`config.mk`:
```
export PLATFORM = sky130hd
export DESIGN_NAME = fetch_queue_flat
export DESIGN_NICKNAME = d
export VERILOG_FILES = /design/src/rtl/fetch_queue_pkg.sv /design/src/rtl/fetch_queue_if.sv /design/src/rtl/fetch_queue_slot_compact.sv /design/src/rtl/fetch_queue.sv /design/src/flat_wrapper.sv
export SDC_FILE = /design/constraint.sdc
export NUM_CORES = 1
export LEC_CHECK = 0
export BUFFER_PORTS_ARGS = -buffer_cell sky130_fd_sc_hd__buf_4
export CAP_MARGIN = 5
export CORE_MARGIN = 10
export CORE_UTILIZATION = 45
export DETAILED_ROUTE_END_ITERATION = 12
export PLACE_DENSITY_LB_ADDON = 0.05
export SLEW_MARGIN = 20
export SYNTH_ARGS = -nofsm -noshare
export SYNTH_HDL_FRONTEND = slang
export SYNTH_HIERARCHICAL = 1
export SYNTH_SLANG_ARGS = --single-unit
```
`constraint.sdc`:
```
create_clock -name clk_i -period 4.4 [get_ports clk_i]
set_clock_uncertainty 0.1 [all_clocks]
set_input_delay 0 -clock clk_i [delete_from_list [all_inputs] [get_ports clk_i]]
set_output_delay 0 -clock clk_i [all_outputs]
set_load 0.005 [all_outputs]
```
`src/rtl/fetch_queue_pkg.sv`:
```
// rtl/fetch_queue_pkg.sv - shared entry layout and helpers for the fetch queue
package fetch_queue_pkg;

  localparam int INSTR_W   = 32;
  localparam int PC_W      = 32;

  // Entry layout, LSB first: fp, ff, pred, pc, instr
  localparam int FP_LSB    = 0;
  localparam int FF_LSB    = 1;
  localparam int PRED_LSB  = 2;
  localparam int PC_LSB    = 3;
  localparam int INSTR_LSB = PC_LSB + PC_W;
  localparam int ENTRY_W   = INSTR_LSB + INSTR_W;

  typedef struct packed {
    logic [INSTR_W-1:0] instr;
    logic [PC_W-1:0]    pc;
    logic               pred;
    logic               ff;
    logic               fp;
  } fq_entry_t;

  function automatic int clog2(input int value);
    int r;
    r = 0;
    for (int i = 0; i < 31; i++) begin
      if ((1 << i) < value) r = i + 1;
    end
    return r;
  endfunction

endpackage

```
`src/rtl/fetch_queue_if.sv`:
```
// rtl/fetch_queue_if.sv - fetch-side and issue-side signals of the fetch queue
interface fetch_queue_if #(
  parameter int FETCH_WIDTH = 2,
  parameter int ISSUE_WIDTH = 2,
  parameter int DEPTH_W     = 3
);

  logic                      flush_i;
  logic                      fetch_valid_i;
  logic                      fetch_accept_o;
  logic [32*FETCH_WIDTH-1:0] fetch_instr_i;
  logic [31:0]               fetch_pc_i;
  logic [FETCH_WIDTH-1:0]    fetch_pred_branch_i;
  logic                      fetch_fault_fetch_i;
  logic                      fetch_fault_page_i;
  logic [ISSUE_WIDTH-1:0]    out_valid_o;
  logic [ISSUE_WIDTH-1:0]    out_accept_i;
  logic [32*ISSUE_WIDTH-1:0] out_instr_o;
  logic [32*ISSUE_WIDTH-1:0] out_pc_o;
  logic [ISSUE_WIDTH-1:0]    out_pred_taken_o;
  logic [ISSUE_WIDTH-1:0]    out_fault_fetch_o;
  logic [ISSUE_WIDTH-1:0]    out_fault_page_o;
  logic [DEPTH_W:0]          occupancy_o;

  modport slave (
    input  flush_i, fetch_valid_i, fetch_instr_i, fetch_pc_i, fetch_pred_branch_i,
           fetch_fault_fetch_i, fetch_fault_page_i, out_accept_i,
    output fetch_accept_o, out_valid_o, out_instr_o, out_pc_o, out_pred_taken_o,
           out_fault_fetch_o, out_fault_page_o, occupancy_o
  );

  modport master (
    output flush_i, fetch_valid_i, fetch_instr_i, fetch_pc_i, fetch_pred_branch_i,
           fetch_fault_fetch_i, fetch_fault_page_i, out_accept_i,
    input  fetch_accept_o, out_valid_o, out_instr_o, out_pc_o, out_pred_taken_o,
           out_fault_fetch_o, out_fault_page_o, occupancy_o
  );

endinterface

```
`src/rtl/fetch_queue_slot_compact.sv`:
```
// rtl/fetch_queue_slot_compact.sv - live-slot mask and compacted write offsets for one fetch bundle
module fq_slot_compact
  import fetch_queue_pkg::*;
#(
  parameter int FETCH_WIDTH = 2,
  localparam int W     = clog2(FETCH_WIDTH),
  localparam int IDX_W = (W > 0) ? W : 1,
  localparam int CNT_W = W + 1
) (
  input  logic [IDX_W-1:0]                   start,
  input  logic [FETCH_WIDTH-1:0]             pred,
  input  logic                               fault,
  output logic [FETCH_WIDTH-1:0]             live,
  output logic [FETCH_WIDTH-1:0][IDX_W-1:0]  widx,
  output logic [CNT_W-1:0]                   n_enq
);

  logic [CNT_W-1:0] cnt;
  logic             blocked;

  always_comb begin
    live    = '0;
    widx    = '0;
    cnt     = '0;
    blocked = 1'b0;
    if (fault) begin
      // A faulting bundle collapses to a single marker entry at the entry slot
      live[start] = 1'b1;
      cnt         = CNT_W'(1);
    end else begin
      for (int k = 0; k < FETCH_WIDTH; k++) begin
        if ((IDX_W'(k) >= start) && !blocked) begin
          live[k] = 1'b1;
          widx[k] = cnt[IDX_W-1:0];
          cnt     = cnt + CNT_W'(1);
          blocked = blocked | pred[k];
        end
      end
    end
    n_enq = cnt;
  end

endmodule

```
`src/rtl/fetch_queue.sv`:
```
// rtl/fetch_queue.sv - circular instruction queue between fetch and pre-decode
module fetch_queue
  import fetch_queue_pkg::*;
#(
  parameter int FETCH_WIDTH = 2,
  parameter int ISSUE_WIDTH = 2,
  parameter int DEPTH       = 8,
  parameter int DEPTH_W     = 3
) (
  input  logic          clk_i,
  input  logic          rst_i,
  fetch_queue_if.slave  bus
);

  localparam int W     = clog2(FETCH_WIDTH);
  localparam int IDX_W = (W > 0) ? W : 1;
  localparam int CNT_W = W + 1;
  localparam logic [31:0] PC_LOW_MASK = 32'(FETCH_WIDTH * 4 - 1);

  logic [DEPTH_W-1:0] head_q, tail_q;
  logic [DEPTH_W:0]   count_q;
  logic [ENTRY_W-1:0] ram_q [DEPTH];

  logic [IDX_W-1:0]                  start;
  logic                              fault;
  logic [FETCH_WIDTH-1:0]            live;
  logic [FETCH_WIDTH-1:0][IDX_W-1:0] widx;
  logic [CNT_W-1:0]                  n_enq;
  logic [DEPTH_W+1:0]                free;
  logic                              fetch_accept;
  logic                              enq;
  logic [DEPTH_W:0]                  enq_n;
  logic [DEPTH_W:0]                  n_deq;
  fq_entry_t                         wr_entry [FETCH_WIDTH];

  logic [ISSUE_WIDTH-1:0]            lane_valid;
  logic [DEPTH_W-1:0]                rd_idx [ISSUE_WIDTH];
  logic [32*ISSUE_WIDTH-1:0]         lane_instr, lane_pc;
  logic [ISSUE_WIDTH-1:0]            lane_pred, lane_ff, lane_fp;

  generate
    if (W == 0) begin : g_start_single
      assign start = '0;
    end else begin : g_start_multi
      assign start = bus.fetch_pc_i[W+1:2];
    end
  endgenerate

  assign fault = bus.fetch_fault_fetch_i | bus.fetch_fault_page_i;

  fq_slot_compact #(.FETCH_WIDTH(FETCH_WIDTH)) u_compact (
    .start (start),
    .pred  (bus.fetch_pred_branch_i),
    .fault (fault),
    .live  (live),
    .widx  (widx),
    .n_enq (n_enq)
  );

  // Credit comes from the registered count only, so accept never depends on out_accept_i
  assign free         = (DEPTH_W+2)'(DEPTH) - {1'b0, count_q};
  assign fetch_accept = (free >= (DEPTH_W+2)'(FETCH_WIDTH));
  assign enq          = bus.fetch_valid_i & fetch_accept & ~bus.flush_i;
  assign enq_n        = enq ? (DEPTH_W+1)'(n_enq) : '0;

  always_comb begin
    for (int k = 0; k < FETCH_WIDTH; k++) begin
      wr_entry[k].instr = fault ? '0 : bus.fetch_instr_i[32*k +: 32];
      wr_entry[k].pc    = (bus.fetch_pc_i & ~PC_LOW_MASK) | 32'(k * 4);
      wr_entry[k].pred  = ~fault & bus.fetch_pred_branch_i[k];
      wr_entry[k].ff    = bus.fetch_fault_fetch_i;
      wr_entry[k].fp    = bus.fetch_fault_page_i;
    end
  end

  always_ff @(posedge clk_i) begin
    if (enq) begin
      for (int k = 0; k < FETCH_WIDTH; k++) begin
        if (live[k]) ram_q[tail_q + DEPTH_W'(widx[k])] <= wr_entry[k];
      end
    end
  end

  always_comb begin
    for (int i = 0; i < ISSUE_WIDTH; i++) begin
      rd_idx[i]     = head_q + DEPTH_W'(i);
      lane_valid[i] = (count_q > (DEPTH_W+1)'(i)) & ~rst_i;
    end
  end

  always_comb begin
    lane_instr = '0;
    lane_pc    = '0;
    lane_pred  = '0;
    lane_ff    = '0;
    lane_fp    = '0;
    for (int i = 0; i < ISSUE_WIDTH; i++) begin
      if (lane_valid[i]) begin
        lane_instr[32*i +: 32] = ram_q[rd_idx[i]][INSTR_LSB +: INSTR_W];
        lane_pc[32*i +: 32]    = ram_q[rd_idx[i]][PC_LSB +: PC_W];
        lane_pred[i]           = ram_q[rd_idx[i]][PRED_LSB];
        lane_ff[i]             = ram_q[rd_idx[i]][FF_LSB];
        lane_fp[i]             = ram_q[rd_idx[i]][FP_LSB];
      end
    end
  end

  // Only the leading run of accepted valid lanes retires, keeping issue in order
  always_comb begin
    logic run;
    run   = 1'b1;
    n_deq = '0;
    for (int i = 0; i < ISSUE_WIDTH; i++) begin
      run = run & lane_valid[i] & bus.out_accept_i[i];
      if (run) n_deq = n_deq + (DEPTH_W+1)'(1);
    end
  end

  always_ff @(posedge clk_i) begin
    if (rst_i || bus.flush_i) begin
      head_q  <= '0;
      tail_q  <= '0;
      count_q <= '0;
    end else begin
      head_q  <= head_q + n_deq[DEPTH_W-1:0];
      tail_q  <= tail_q + enq_n[DEPTH_W-1:0];
      count_q <= count_q + enq_n - n_deq;
    end
  end

  assign bus.fetch_accept_o    = fetch_accept;
  assign bus.out_valid_o       = lane_valid;
  assign bus.out_instr_o       = lane_instr;
  assign bus.out_pc_o          = lane_pc;
  assign bus.out_pred_taken_o  = lane_pred;
  assign bus.out_fault_fetch_o = lane_ff;
  assign bus.out_fault_page_o  = lane_fp;
  assign bus.occupancy_o       = count_q;

endmodule

```
`src/flat_wrapper.sv`:
```
// flat-port wrapper written by rule: the top's interface ports become plain ports
module fetch_queue_flat import fetch_queue_pkg::*;
#(
  parameter int FETCH_WIDTH = 2,
  parameter int ISSUE_WIDTH = 2,
  parameter int DEPTH       = 8,
  parameter int DEPTH_W     = 3
)
  (clk_i, rst_i, bus_flush_i, bus_fetch_valid_i, bus_fetch_instr_i, bus_fetch_pc_i, bus_fetch_pred_branch_i, bus_fetch_fault_fetch_i, bus_fetch_fault_page_i, bus_out_accept_i, bus_fetch_accept_o, bus_out_valid_o, bus_out_instr_o, bus_out_pc_o, bus_out_pred_taken_o, bus_out_fault_fetch_o, bus_out_fault_page_o, bus_occupancy_o);
  fetch_queue_if #(.FETCH_WIDTH(FETCH_WIDTH), .ISSUE_WIDTH(ISSUE_WIDTH), .DEPTH_W(DEPTH_W)) bus_i ();
  input  logic clk_i;
  input  logic rst_i;
  input wire logic [$bits(bus_i.flush_i)-1:0] bus_flush_i;
  input wire logic [$bits(bus_i.fetch_valid_i)-1:0] bus_fetch_valid_i;
  input wire logic [$bits(bus_i.fetch_instr_i)-1:0] bus_fetch_instr_i;
  input wire logic [$bits(bus_i.fetch_pc_i)-1:0] bus_fetch_pc_i;
  input wire logic [$bits(bus_i.fetch_pred_branch_i)-1:0] bus_fetch_pred_branch_i;
  input wire logic [$bits(bus_i.fetch_fault_fetch_i)-1:0] bus_fetch_fault_fetch_i;
  input wire logic [$bits(bus_i.fetch_fault_page_i)-1:0] bus_fetch_fault_page_i;
  input wire logic [$bits(bus_i.out_accept_i)-1:0] bus_out_accept_i;
  output wire logic [$bits(bus_i.fetch_accept_o)-1:0] bus_fetch_accept_o;
  output wire logic [$bits(bus_i.out_valid_o)-1:0] bus_out_valid_o;
  output wire logic [$bits(bus_i.out_instr_o)-1:0] bus_out_instr_o;
  output wire logic [$bits(bus_i.out_pc_o)-1:0] bus_out_pc_o;
  output wire logic [$bits(bus_i.out_pred_taken_o)-1:0] bus_out_pred_taken_o;
  output wire logic [$bits(bus_i.out_fault_fetch_o)-1:0] bus_out_fault_fetch_o;
  output wire logic [$bits(bus_i.out_fault_page_o)-1:0] bus_out_fault_page_o;
  output wire logic [$bits(bus_i.occupancy_o)-1:0] bus_occupancy_o;
  assign bus_i.flush_i = bus_flush_i;
  assign bus_i.fetch_valid_i = bus_fetch_valid_i;
  assign bus_i.fetch_instr_i = bus_fetch_instr_i;
  assign bus_i.fetch_pc_i = bus_fetch_pc_i;
  assign bus_i.fetch_pred_branch_i = bus_fetch_pred_branch_i;
  assign bus_i.fetch_fault_fetch_i = bus_fetch_fault_fetch_i;
  assign bus_i.fetch_fault_page_i = bus_fetch_fault_page_i;
  assign bus_i.out_accept_i = bus_out_accept_i;
  assign bus_fetch_accept_o = bus_i.fetch_accept_o;
  assign bus_out_valid_o = bus_i.out_valid_o;
  assign bus_out_instr_o = bus_i.out_instr_o;
  assign bus_out_pc_o = bus_i.out_pc_o;
  assign bus_out_pred_taken_o = bus_i.out_pred_taken_o;
  assign bus_out_fault_fetch_o = bus_i.out_fault_fetch_o;
  assign bus_out_fault_page_o = bus_i.out_fault_page_o;
  assign bus_occupancy_o = bus_i.occupancy_o;
  fetch_queue #(.FETCH_WIDTH(FETCH_WIDTH), .ISSUE_WIDTH(ISSUE_WIDTH), .DEPTH(DEPTH), .DEPTH_W(DEPTH_W)) u_core (.clk_i(clk_i), .rst_i(rst_i), .bus(bus_i));
endmodule
```
* After elaboration in Yosys (flattened, before gate mapping)
Memories as Yosys holds them, arrays and structs flattened. A register that Yosys moved wholly into a read port is not among the register bits.
Cells that the tools add are included.
** Operators by class
- Reduce and logical (&&, ||, !) cells :: 4
- Bitwise operators :: 13
- Mux-type cells :: 35
- Add/sub/neg operators :: 10
- $lt $le $gt $ge :: 7
** Operator list (number)
- two-way mux 32 bit :: 6
- two-way mux 1 bit :: 20
- two-way mux 2 bit :: 6
- bitwise AND 1 bit :: 9
- > comparator 4 x 1 -> 1 bit, second input constant :: 2
- adder 3 x 1 -> 3 bit :: 2
- adder 3 bit :: 2
- >= comparator 5 x 2 -> 1 bit, second input constant :: 1
- subtractor 4 x 4 -> 5 bit, first input constant :: 1
- adder 4 x 1 -> 4 bit, second input constant :: 1
- adder 4 bit :: 1
- two-way mux 4 bit :: 1
- subtractor 4 bit :: 1
- adder 3 x 1 -> 3 bit, second input constant :: 1
- two-way mux 3 bit :: 1
- inverter 1 bit :: 3
- adder 2 x 1 -> 2 bit, second input constant :: 1
- >= comparator 1 bit, first input constant :: 2
- logical AND 1 bit :: 2
- < comparator 1 x 2 -> 1 bit, second input constant :: 1
- demux 1 bit (select 1 bit) :: 1
- >= comparator 1 bit, second input constant :: 1
- zero test 1 bit :: 1
- logical OR 1 bit :: 1
- OR 1 bit :: 1
** Storage, ports and cells
- Register bits after elaboration :: 10
- Memories :: 1
- Bits in writable memories :: 520
- Logic and storage cells :: 73
- Output and inout port bits :: 141
** Memory list
- u_core.ram_q :: words 8, bits a word 65, read ports 2, clocked after memory_dff 1, wr ports 2, RTL line fetch_queue.sv:22 : logic [ENTRY_W-1:0] ram_q [DEPTH];

* Logic depth before layout (Yosys ltp)
Gate-level depths: netlist (run 1).
- Depth after elaboration :: 10
- Depth in mapped cells :: 16
- Gate-level depth less buffers :: 14

* Modules after synthesis
The synthesis (run 1) kept the hierarchy.
** By module, submodules not included
- fetch_queue :: instances 1, seq. area each 15735.1 µm², area an instance 31261.2 µm², cells each 2637
- fq_slot_compact :: instances 1, seq. area each 0.0 µm², area an instance 41.3 µm², cells each 7

* Worst setup path before layout (run 1)
No wires, ideal clock.
- Kind :: input to register
- Start point :: input port bus_fetch_fault_page_i
- End point :: memory u_core/ram_q[6][0] (netlist bit) (enable)
- Data required time :: 3850 ps
- Setup slack :: 63 ps
- Stages on the path :: 9
- Path buffers :: 2
- Arrival :: 3787 ps
- Cell sequence :: or2_2 nor3_1 buf_4 ha_1 ha_1 xor2_2 nand3_1 a22oi_1 clkbuf_1
** RTL lines
- from (decl) :: RTL line flat_wrapper.sv:19 : input wire logic [$bits(bus_i.fetch_fault_page_i)-1:0] bus_fetch_fault_page_i;
- to (decl) :: RTL line fetch_queue.sv:22

==> results.cfg, run 1 <==
[detailed_routing]
wirelength_mm = 106
drc = 0
drtPass1Iterations = 7
ant_nets = 0
drt_iter0_markers = 2571
viasPerCell = 6.33
vias = 24100
drt-wirelength-per-cell_microns = 27.9

[critical_path]
endpoint_kind = flip-flop
critPathRequiredTime_ps = 4770
worstPathArrival_ps = 4030
slowest_delay_ps = 590
r2r_start = u_core/bus.occupancy_o[0]$_SDFF_PP0_
path_delay_family = buffers and inverters
r2r_cells = 9
path_max_fanout = 27
rr_endpoint = u_core/ram_q[3][40]$_DFFE_PP_
cpMaxStageDelayCell = dlygate4sd3_1
cp-start-kind = primary input
worst-r2r-setup-slack_ps = 840
cp_num_buf_inv = 4
crit_path_cell_trace = dlygate4sd3_1, buf_4, or2_2, nor3_1, ha_1, ha_1, xor2_2, and3_1, buf_12, nand2_1, a21oi_1, dlygate4sd3_1
path_class = in2reg
cp-startpoint = bus_fetch_fault_page_i

[timing]
fin_crit_sh = 0.833
slew_viol_final = 0
slew-limit-headroom = 0.255
finalSetupViolCount = 0
setup_tns_ps = 0
final-hold-violation-count = 0
worst_pin_slew_ps = 1120
rsz0062_at_grt = false
min_period_ps = 3670
fmax_mhz = 273

[power]
swShare = 0.244
comb_power_share = 0.110
pwr-share-clk = 0.409
p_sw_mw = 2.84
intPower_mw = 8.78
ir_drop_uv = 312
p_leak_nw = 10.8
pwr_density_cell_nw_per_um2 = 313
seq_power_share = 0.482

[synth]
synth_top_area_cell = edfxtp_1
syn-instance-count = 2644
synthTopCellsByArea = edfxtp_1, mux4_2, a21oi_1
ys_dominant_reg_cell = edfxtp_1
synth_cell_types = 43
ys_warn_count = 6
ys_seq_area_frac = 0.503
synth_edf_count = 512
ys_ff_latch = 530
yosysTopAreaCellShare = 0.491
synth-async-reset-ratio = 0
netlist_area_sq_um = 31300
synth.avg_cell_area_sq_um = 11.8

[layout]
drive_gt1_frac = 0.238
design_area_sq_um = 37100
num-fill-cells = 5936
nNetsFinal = 2944
final_cells = 3804
syn_to_final_growth_pct = 18.4

[floorplanning]
start_util = 0.455
coreArea_sq_um = 68800
fp.dieH_microns = 284
io_pins = 247
num_rows = 96
die_w_microns = 284
dieArea_sq_um = 80500

[clock_tree]
clock_path_buffers = 3
post_cts_buffers = 0
clk_pin_slew_ps = 60
cts_tree = yes
clk_latency_ps = 630
ctsHtreeMaxLevel = 2
cts_sinks = 530
cts_root_buf = clkbuf_16
cts_buffers = 59

[global_route]
grt_pass1_wl_mm = 157
grtUsageTotal = 0.256
grt_max_degree = 136
antenna_found_initial = 9
grt_pass1_vias = 24400
grt_remaining_overflow = 0

[placement]
port_buffers = 240
place_area_sq_um = 33900
place_inst = 3548
hpwl_mm = 58.0
gp_congestion = 0.820

[hold_path]
whs_endpoint = u_core/head_q[1]$_SDFF_PP0_
hold_depth = 6
hold_path_startpoint = bus_out_accept_i[1]
hold_path_class = in2reg

[run]
cap_violations = 0

[status]
status = completed
## power by group through the flow
stage                     Sequential (mW)  Clock (mW)  Combinational, mW
after global placement               5.69           0               1.18
after detailed placement             5.70           0               1.19
after floorplan                      5.69           0              0.664
after CTS                            5.59        4.82               1.28
final                                5.60        4.75               1.27
after global routing                 5.60        5.03               1.37
## area by class of cell
type / count / area [sq um] / area share
diodes: 11 / 27.5 / 0.000743
clock buffers: 81 / 1570 / 0.0423
clock inverters: 27 / 224 / 0.00604
inverters: 24 / 90.1 / 0.00243
multi-input cells: 1755 / 14300 / 0.386
flip-flops and latches: 530 / 15700 / 0.425
well taps: 931 / 1160 / 0.0314
repair buffers: 445 / 3950 / 0.106
## worst max path at each step
stage,end,slack (ps),cells past startpoint
final,u_core/ram_q[6][56]$_DFFE_PP_,730,12
after CTS,u_core/ram_q[6][51]$_DFFE_PP_,850,12
after detailed placement,u_core/bus.occupancy_o[3]$_SDFF_PP0_,880,15
after global routing,u_core/ram_q[6][56]$_DFFE_PP_,550,12
after floorplan,u_core/ram_q[6][0]$_DFFE_PP_,60,9
after global placement,u_core/bus.occupancy_o[3]$_SDFF_PP0_,940,15
## timing repair
item	in CTS	in global routing
hold buffers	137	0
endpoints found under the hold margin	530	0
gates resized for setup	0	0
## worst min-delay path: cells and delay by family
family	cells	cell delay, ps
fa+ha+maj	2	400
buf+inv	2	200
simple gates	2	190
## cell usage after synthesis (all sizes together), types with 3 or more instances
library cell    n
o22ai           8
xor2            4
mux4          260
or3             3
buf           168
nand4         264
xnor2           7
nor2           75
mux2i          66
inv            24
fa              4
edfxtp        512
and2          255
nand3          15
dfxtp          18
a22oi           8
a21o            3
nor3            5
and3            7
nand2         394
clkbuf        170
ha             19
a21oi         338
## flip-flops by register name, indices dropped and copies added, names as in the netlist
signal,count
u_core/bus.occupancy_o,4
u_core/ram_q,520
u_core/head_q,3
u_core/tail_q,3
## cell families after synthesis
kind of cell / synth area share
DFF: 0.503
AOI/OAI and AO/OA: 0.0590
buffers and inverters: 0.0471
other: 0.000240
muxes: 0.208
and+or+nand+nor: 0.169
adders and majority gates: 0.0102
xor gates and xnor gates: 0.00356
## per-stage QoR
step | power [mW] | util | setup WS, ps | hold slack (ps)
2_1_floorplan | 6.35 | - | 62.8 | 38.8
3_3_place_gp | 6.87 | 0.492 | 944 | 230
3_5_place_dp | 6.89 | 0.492 | 885 | 233
4_1_cts | 11.7 | 0.538 | 854 | 73.2
5_1_grt | 12.0 | 0.538 | 552 | 125
6_report | 11.6 | 0.539 | 735 | 105
## per-layer routing
layer  track usage  share of wire  wire length, microns  up-vias
met2         0.431           0.49                 51900     1255
met3        0.0491          0.087                  9200      232
met4        0.0714          0.028                  3010        4
met1         0.333           0.39                 41900    12200
met5             0        0.00023                    24        -
li1              -              -                     -    10300
## layout by cell type (no fill, tap or decap), types with 4 or more instances in the layout
| master | instances |
|---|---|
| a21oi_1 | 338 |
| a22oi_2 | 8 |
| and2_1 | 255 |
| and3_1 | 7 |
| buf_12 | 21 |
| buf_4 | 287 |
| bufinv_16 | 4 |
| clkbuf_1 | 21 |
| clkbuf_16 | 59 |
| clkinv_1 | 12 |
| clkinv_2 | 10 |
| conb_1 | 5 |
| dfxtp_1 | 15 |
| diode_2 | 11 |
| dlygate4sd3_1 | 137 |
| edfxtp_1 | 512 |
| fa_1 | 4 |
| ha_1 | 18 |
| inv_1 | 23 |
| mux2i_1 | 65 |
| mux4_2 | 260 |
| nand2_1 | 394 |
| nand3_1 | 11 |
| nand3_2 | 4 |
| nand4_1 | 264 |
| nor2_1 | 71 |
| nor2_4 | 4 |
| o22ai_1 | 8 |
| xnor2_1 | 5 |
No activity file was read; power rests on OpenSTA's default activity.
==> run 2, diff against run 1 <==
==> constraint.sdc (replaced) <==
create_clock -name clk_i -period 3.7 [get_ports clk_i]
set_clock_uncertainty 0.1 [all_clocks]
set_input_delay 0 -clock clk_i [delete_from_list [all_inputs] [get_ports clk_i]]
set_output_delay 0 -clock clk_i [all_outputs]
set_load 0.005 [all_outputs]
==> run 2 against run 1 <==
Effect of this change: non-clock buffer count is 10 higher; register-to-register slack worse by 470 ps; worst hold slack worse by 12 ps; sequential cell count stayed put; core utilization is 0.49 points higher; combinational power is 22% higher; count of clock-buffer cells in the layout is 7 lower; critical path depth stayed put; via count is 0.92% higher; total power is 20% higher.
==> results.cfg, run 2 (same netlist as run 1, synthesis figures left out) <==
[status]
status = completed

[layout]
syn_to_final_growth_pct = 19.5
layout_commonest_cell = edfxtp_1
final_util = 0.543
drive_gt1_frac = 0.242
num-fill-cells = 5887
final_cell_mix = edfxtp_1, nand2_1, a21oi_1
final_cells = 3811
largest_reg_flops = 520
nNetsFinal = 2954
design_area_sq_um = 37400

[run]
cap_violations = 0

[timing]
worst_pin_slew_ps = 1160
final-hold-violation-count = 0
fin_crit_sh = 0.968
rsz0062_at_grt = true
finalSetupViolCount = 0
fmax_mhz = 279
setup_ws_ps = 118
slew-limit-headroom = 0.226
setup_tns_ps = 0
slew_viol_final = 0
min_period_ps = 3580
hold_ws_ps = 92.5

[critical_path]
worstPathArrival_ps = 3980
endpoint_kind = flip-flop
worst-r2r-setup-slack_ps = 370
crit_cells = 12
cpMaxStageDelayCell = dlygate4sd3_1
rr_endpoint = u_core/head_q[1]$_SDFF_PP0_
cp_num_buf_inv = 4
r2r_cells = 11
crit_path_cell_trace = dlygate4sd3_1, buf_4, or2_2, nor3_1, ha_1, ha_1, xor2_2, or3_2, buf_6, nand4_1, a21oi_1, dlygate4sd3_1
critPathRequiredTime_ps = 4100
endpoint = u_core/ram_q[1][46]$_DFFE_PP_
slowest_delay_ps = 570
path_class = in2reg
r2r_start = u_core/bus.occupancy_o[2]$_SDFF_PP0_
path_max_fanout = 34
path_delay_family = buffers and inverters
cp-start-kind = primary input
cp-startpoint = bus_fetch_fault_page_i

[floorplanning]
coreArea_sq_um = 68800
dieArea_sq_um = 80500
num_rows = 96
io_pins = 247
fp.dieH_microns = 284
die_w_microns = 284
start_util = 0.455

[detailed_routing]
drt_iter0_markers = 3039
wirelength_mm = 108
drtPass1Iterations = 6
vias = 24300
ant_nets = 0
highest_layer = met5
drt-met1-wl_mm = 42.1
wl_met2_mm = 52.0
viasPerCell = 6.38
wl_met3_mm = 10.6
drc = 0
drt-wirelength-per-cell_microns = 28.3

[hold_path]
hold_path_class = in2reg

[global_route]
grt_remaining_overflow = 0
grt_pass1_wl_mm = 161
grt_pass1_vias = 24100
grtUsageTotal = 0.261
grt_max_degree = 133
antenna_found_initial = 13

[placement]
gp_congestion = 0.794
place_inst = 3557
place_area_sq_um = 34200
port_buffers = 240
hpwl_mm = 59.3
preCtsSetupSlack_ps = 466

[clock_tree]
clk_pin_slew_ps = 60
cts_sinks = 530
ctsHtreeMaxLevel = 2
post_cts_buffers = 0
cts_root_buf = clkbuf_16
clock_path_buffers = 3
cts_buffers = 59
cts_tree = yes
clk_latency_ps = 640

[power]
pwr-share-clk = 0.411
swShare = 0.248
ir_drop_uv = 363
p_sw_mw = 3.45
comb_power_share = 0.111
intPower_mw = 10.5
seq_power_share = 0.478
pwr_density_cell_nw_per_um2 = 372
fin_total_pwr_mw = 13.9
p_leak_nw = 10.9
run 2: cell count changes in the layout (fill, tap and decap cells not counted), sizes merged:
| cell | before | now |
|---|---|---|
| buf | 308 | 317 |
| clkbuf | 81 | 74 |
| clkinv | 22 | 28 |
| diode | 11 | 8 |
| clkinvlp | 0 | 1 |
| dlygate4sd3 | 137 | 138 |
run 2: worst register-to-register path, stage by stage, from the launching register on:
cell and delay (ps):
dfxtp_1 400, inv_1 130, ha_1 280, a221o_4 510, inv_1 90, and3_1 150
ha_1 250, dlygate4sd3_1 580, ha_1 180, inv_1 70, fa_1 420, nor2_1 110
run 2: how the worst min path moves through the flow:
| stage | cells past startpoint | from | endpoint | slack (ps) |
|---|---|---|---|---|
| after floorplan | 2 | rst_i | bus_out_valid_o[0] | 40 |
| after global placement | 2 | bus_fetch_pc_i[20] | u_core/ram_q[2][21]$_DFFE_PP_ | 230 |
| after detailed placement | 2 | bus_fetch_pc_i[15] | u_core/ram_q[5][16]$_DFFE_PP_ | 240 |
| after CTS | 6 | bus_out_accept_i[0] | u_core/head_q[1]$_SDFF_PP0_ | 70 |
| after global routing | 6 | bus_out_accept_i[0] | u_core/head_q[1]$_SDFF_PP0_ | 120 |
| final | 6 | bus_out_accept_i[0] | u_core/head_q[1]$_SDFF_PP0_ | 90 |
run 2: area by class of cell:
class	instances	area [sq um]	area share
Sequential cell	530	15700	0.421
Multi-Input combinational cell	1755	14300	0.382
Timing Repair Buffer	455	4250	0.114
Clock buffer	74	1550	0.0415
Tap cell	931	1160	0.0311
Clock inverter	34	277	0.00739
Inverter	24	90.1	0.00241
Antenna cell	8	20.0	0.000535
run 2: repair_timing:
action | in CTS | in global routing
endpoints found under the setup margin | 0 | 10
hold endpoints to repair | 530 | 0
resized for setup | 0 | 2
hold buffers | 138 | 0
run 2: power groups by stage:
stage	sequential [mW]	clock (mW)	combinational, mW
global placement	6.77	0	1.43
detailed placement	6.78	0	1.44
global route	6.66	6.05	1.65
CTS	6.65	5.81	1.55
finish	6.65	5.72	1.55
floorplan	6.76	0	0.789
run 2: per-layer routing:
metal,track usage,up-vias
met1,0.347,12300
met5,0,-
met2,0.431,1391
li1,-,10400
met3,0.0525,233
met4,0.0689,10
